## src/rtl/fetch_unit_pkg.sv

```systemverilog
// Shared types and constants for the instruction fetch stage.
package fetch_unit_pkg;

  localparam int INSTR_WIDTH = 32;
  localparam int PC_STEP     = 4;

  // RV32I major opcodes seen by decode
  localparam logic [6:0] OPC_LUI    = 7'h37;
  localparam logic [6:0] OPC_AUIPC  = 7'h17;
  localparam logic [6:0] OPC_JAL    = 7'h6F;
  localparam logic [6:0] OPC_JALR   = 7'h67;
  localparam logic [6:0] OPC_BRANCH = 7'h63;
  localparam logic [6:0] OPC_LOAD   = 7'h03;
  localparam logic [6:0] OPC_STORE  = 7'h23;
  localparam logic [6:0] OPC_OP_IMM = 7'h13;
  localparam logic [6:0] OPC_OP     = 7'h33;

  typedef enum logic [1:0] {
    REQ  = 2'd0,
    WAIT = 2'd1,
    HOLD = 2'd2,
    ERR  = 2'd3
  } fetch_state_t;

endpackage

```

## src/rtl/fetch_unit.sv

```systemverilog
// Instruction fetch: one outstanding imem read, valid/ready hand-off to execute,
// branch redirect on consume, sticky error on a misaligned next PC.
module fetch_unit
  import fetch_unit_pkg::*;
#(
  parameter int                  PC_WIDTH = 32,
  parameter logic [PC_WIDTH-1:0] RESET_PC = '0
) (
  input  logic                   clk,
  input  logic                   rst_n,
  output logic                   imem_req_valid,
  input  logic                   imem_req_ready,
  output logic [PC_WIDTH-1:0]    imem_addr,
  input  logic                   imem_rsp_valid,
  input  logic [INSTR_WIDTH-1:0] imem_rsp_data,
  output logic                   instr_valid,
  input  logic                   instr_ready,
  output logic [INSTR_WIDTH-1:0] instr,
  output logic [PC_WIDTH-1:0]    instr_pc,
  output logic [6:0]             opcode,
  output logic [2:0]             funct3,
  output logic [6:0]             funct7,
  input  logic                   branch_taken,
  input  logic [PC_WIDTH-1:0]    branch_offset,
  output logic                   fetch_err
);

  fetch_state_t          state;
  logic [PC_WIDTH-1:0]   pc;
  logic [PC_WIDTH-1:0]   next_pc;
  logic                  consume;

  assign imem_addr = pc;
  assign consume   = instr_valid & instr_ready;
  assign next_pc   = instr_pc + (branch_taken ? branch_offset : PC_WIDTH'(PC_STEP));

  assign opcode = instr[6:0];
  assign funct3 = instr[14:12];
  assign funct7 = instr[31:25];

  // Handshake outputs are registered so they stay low for the whole reset window.
  always_ff @(posedge clk) begin
    if (!rst_n) begin
      state          <= REQ;
      pc             <= RESET_PC;
      imem_req_valid <= 1'b0;
      instr_valid    <= 1'b0;
      instr          <= '0;
      instr_pc       <= '0;
      fetch_err      <= 1'b0;
    end else begin
      case (state)
        REQ: begin
          if (imem_req_valid && imem_req_ready) begin
            imem_req_valid <= 1'b0;
            state          <= WAIT;
          end else begin
            imem_req_valid <= 1'b1;
          end
        end
        WAIT: begin
          if (imem_rsp_valid) begin
            instr       <= imem_rsp_data;
            instr_pc    <= pc;
            instr_valid <= 1'b1;
            state       <= HOLD;
          end
        end
        HOLD: begin
          if (consume) begin
            instr_valid <= 1'b0;
            if (next_pc[1:0] != 2'b00) begin
              fetch_err <= 1'b1;
              state     <= ERR;
            end else begin
              pc             <= next_pc;
              imem_req_valid <= 1'b1;
              state          <= REQ;
            end
          end
        end
        default: begin
          imem_req_valid <= 1'b0;
          instr_valid    <= 1'b0;
          fetch_err      <= 1'b1;
        end
      endcase
    end
  end

endmodule
```

## config.mk

```make
export PLATFORM = sky130hd
export DESIGN_NAME = fetch_unit
export DESIGN_NICKNAME = d
export VERILOG_FILES = /design/src/rtl/fetch_unit_pkg.sv /design/src/rtl/fetch_unit.sv
export SDC_FILE = /design/constraint.sdc
export NUM_CORES = 1
export LEC_CHECK = 0
export ABC_AREA = 1
export BUFFER_PORTS_ARGS = -buffer_cell sky130_fd_sc_hd__buf_2
export CAP_MARGIN = 20
export CELL_PAD_IN_SITES_DETAIL_PLACEMENT = 1
export CELL_PAD_IN_SITES_GLOBAL_PLACEMENT = 1
export CORE_MARGIN = 3
export CORE_UTILIZATION = 32
export DETAILED_ROUTE_END_ITERATION = 16
export PLACE_DENSITY_LB_ADDON = 0.1
export SYNTH_ARGS = -nofsm -noshare
export SYNTH_HDL_FRONTEND = slang
export SYNTH_SLANG_ARGS = --single-unit
export TNS_END_PERCENT = 5
```

## constraint.sdc

```tcl
create_clock -name clk -period 2.1 [get_ports clk]
set_input_delay 0.315 -clock clk [delete_from_list [all_inputs] [get_ports clk]]
set_output_delay 0.315 -clock clk [all_outputs]
set_load 0.01 [all_outputs]
```

==> impl_metrics.ini <==
[status]
status = finished clean

[sta]
fin_skew_ps = 17.38
hold_viol = 0
setup_viol = 0
slew_headroom = 0.4048
finalCritPeriodShare = 0.9354
worstMarginPinSlew_ps = 891.8
finalCriticalPeriod_ps = 1964
max_freq_mhz = 509.1
grt_setup_unrepaired = true
slew_viol_final = 0

[cts]
clk_path_buf_depth = 2
cts.htree.levels = 3
path_clk_slew_ps = 90
clk_latency_ps = 370
hold_buffers = 0
postCtsSetupBuffers = 0
cts_buffers = 9
cts.sinks = 101
cts_tree = built
root_buffer = clkbuf_16

[flow_run]
maxCapViolCount = 0

[synthesis]
synth_area_per_cell_um2 = 6.186
synthTopCellsByArea = dfxtp_1 31%, nand2_1 15%, inv_1 11%
synth_edf_count = 0
syn-num-nets = 1148
netlist_area_um2 = 6446
yosysTopAreaCellShare = 0.3137
synth.largest_area_cell = dfxtp_1
postSynthCellCount = 1042
yosys_warnings = 0
synth_seq_cells = 101
async_flop_share = 0
synthFlopType = dfxtp_1
synth_seq_area_share = 0.3137
yosysUniqueCellTypes = 32

[critical_path]
cp_top_family = simple AND/OR/NAND/NOR gates
critical-path-slowest-cell = fa_1
cp_num_cells = 13
required_ps = 2360
critPathMaxFanout = 3
critPathLaunchType = register
cp-end-kind = register
startpoint = instr_pc[0]
arrival_ps = 2220
worst_r2r_endpoint = imem_addr[22]
crit_top_cell = nand2_1
ff2ff_setup_slack_ps = 140
crit_type = register to register
critPathBufInv = 2
cp_slowest_stage_delay_ps = 410
r2r-start = instr_pc[0]
path_cells = ha_2 > fa_1 > buf_4 > nand2_1 > nand3_2 > nand2_1 > nand2_2 > nand2_2 > nand2_1 > nand2_1 > nand3_1 > nand2_1 > inv_1
endpoint = imem_addr[22]
r2r_cells = 13

[detailed_routing]
dr.pass1.iters = 4
vias_per_cell = 4.524
initialDrtViolationCount = 241
vias = 6922
wirelength_um = 22720
wl_per_cell_um = 14.85
ant_nets = 0
drc = 0

[cells_and_area]
nets = 1366
nFillCells = 2670
syn_to_final_growth_pct = 29.72
antenna_cells = 0
drive_gt1_frac = 0.2474
fin_util = 0.4255

[power]
total_leakage_power_nw = 4.954
ir_worst_vdd_uv = 388.2
powerDensity_nw_per_um2 = 814.2
total_power_mw = 6.808

[grt]
grt_max_degree = 82
antenna_found_initial = 1
grt_pass1_vias = 6854
track_usage = 0.2056
overflow = 0
grt_first_pass_wirelength_um = 36080

[floorplan]
fp.dieW_um = 147.9
initial_core_util = 0.3280
ios = 186
rows = 51
core-area_um2 = 19650
die_height_um = 147.9
die_area_um2 = 21880

[placed_design]
portBuffers = 185
hpwl_um = 18150
place.gp.congestion = 0.8430

[worst_hold_path]
hold_path.class = input pin to register
hold_depth = 3
==> sequential cells by signal, summed over array words and instances (netlist names) <==
name / count
imem_req_valid: 1
instr_pc: 32
instr_valid: 1
fetch_err: 1
imem_addr: 32
instr: 32
state: 2
==> worst register-to-register path, stage by stage (launching register included) <==
cell and delay (ps):
dfxtp_2 330, ha_2 200, fa_1 410, buf_4 160, nand2_1 80, nand3_2 90
nand2_1 100, nand2_2 120, nand2_2 110, nand2_1 60, nand2_1 50, nand3_1 60
nand2_1 60, inv_1 40
==> power breakdown <==
group | internal [mW] | total (mW) | switching (mW) | leakage (nW)
clock network | 0.824 | 1.70 | 0.880 | 0.131
logic | 1.09 | 2.63 | 1.54 | 4.00
registers | 2.24 | 2.47 | 0.236 | 0.821
total | 4.15 | 6.81 | 2.66 | 4.95
==> cells in the mapped netlist, drive strengths merged (11+ instances only) <==
cell type,n
a21oi,64
buf,23
clkbuf,26
dfxtp,101
ha,35
inv,201
nand2,272
nand3,45
nor2,146
o21a,11
o21ai,84
xor2,15
==> repair_timing <==
item / CTS / global route
resized for setup: 1 / 10
cloned: 0 / 0
setup endpoints to repair: 2 / 28
==> layout make-up <==
class,count,area [um2],share of cell area
Clock buffer,9,225.2,0.02693
Inverter,202,758.2,0.09068
Timing Repair Buffer,257,1549,0.1852
Clock inverter,7,58.81,0.007033
Multi-Input combinational cell,689,3416,0.4085
Sequential cell,101,2023,0.2420
Tap cell,265,331.6,0.03965
==> cells by family (layout without fill, tap and decap cells) <==
kind of cell             after synthesis  count (layout)  synth area share
AND/OR/NAND/NOR                      471             471            0.2958
buffers and inverters                252             475            0.1609
AO/OA/AOI/OAI                        167             167            0.1382
flip-flops                           101             101            0.3137
adder cells (fa/ha/maj)               36              36           0.07104
XOR/XNOR                              15              15           0.02038
==> metrics by stage <==
stage | cell area (um2) | setup TNS, ps | hold WS (ps) | instances | setup WS, ps
2_1_floorplan | 6446 | 0 | 474.0 | 1042 | 11.54
3_3_place_gp | 8043 | -3197 | 451.2 | 1514 | -254.9
3_5_place_dp | 8043 | -4091 | 457.5 | 1514 | -259.4
4_1_cts | 8329 | 0 | 187.1 | 1530 | 19.56
5_1_grt | 8362 | -17.09 | 213.3 | 1530 | -10.24
6_report | 8362 | 0 | 200.2 | 1530 | 135.6
==> cells in the final DEF (no fill, tap or decap), types with 34 or more instances in the layout <==
cell type / count
dfxtp_1: 100
nor2_1: 137
buf_4: 64
a21oi_1: 62
ha_1: 34
o21ai_0: 79
nand3_1: 41
nand2_1: 257
inv_1: 194
buf_2: 185
==> worst min path at each step <==
stage / from / endpoint / slack (ps)
after floorplan: fetch_err / fetch_err / 470
after global placement: fetch_err / fetch_err / 450
after detailed placement: fetch_err / fetch_err / 460
after CTS: imem_rsp_data[0] / instr[0] / 190
after global routing: imem_rsp_data[26] / instr[26] / 210
final: imem_rsp_data[0] / instr[0] / 200
==> per-layer routing <==
metal  vias up  GRT usage  share of wire
met5         -          0        0.00057
met1      3164     0.2930           0.50
met3        16    0.03066          0.044
li1       3605          -              -
met2       135     0.3292           0.44
met4         2    0.04804          0.011
Note: power is estimated with default switching activity, not from simulation.
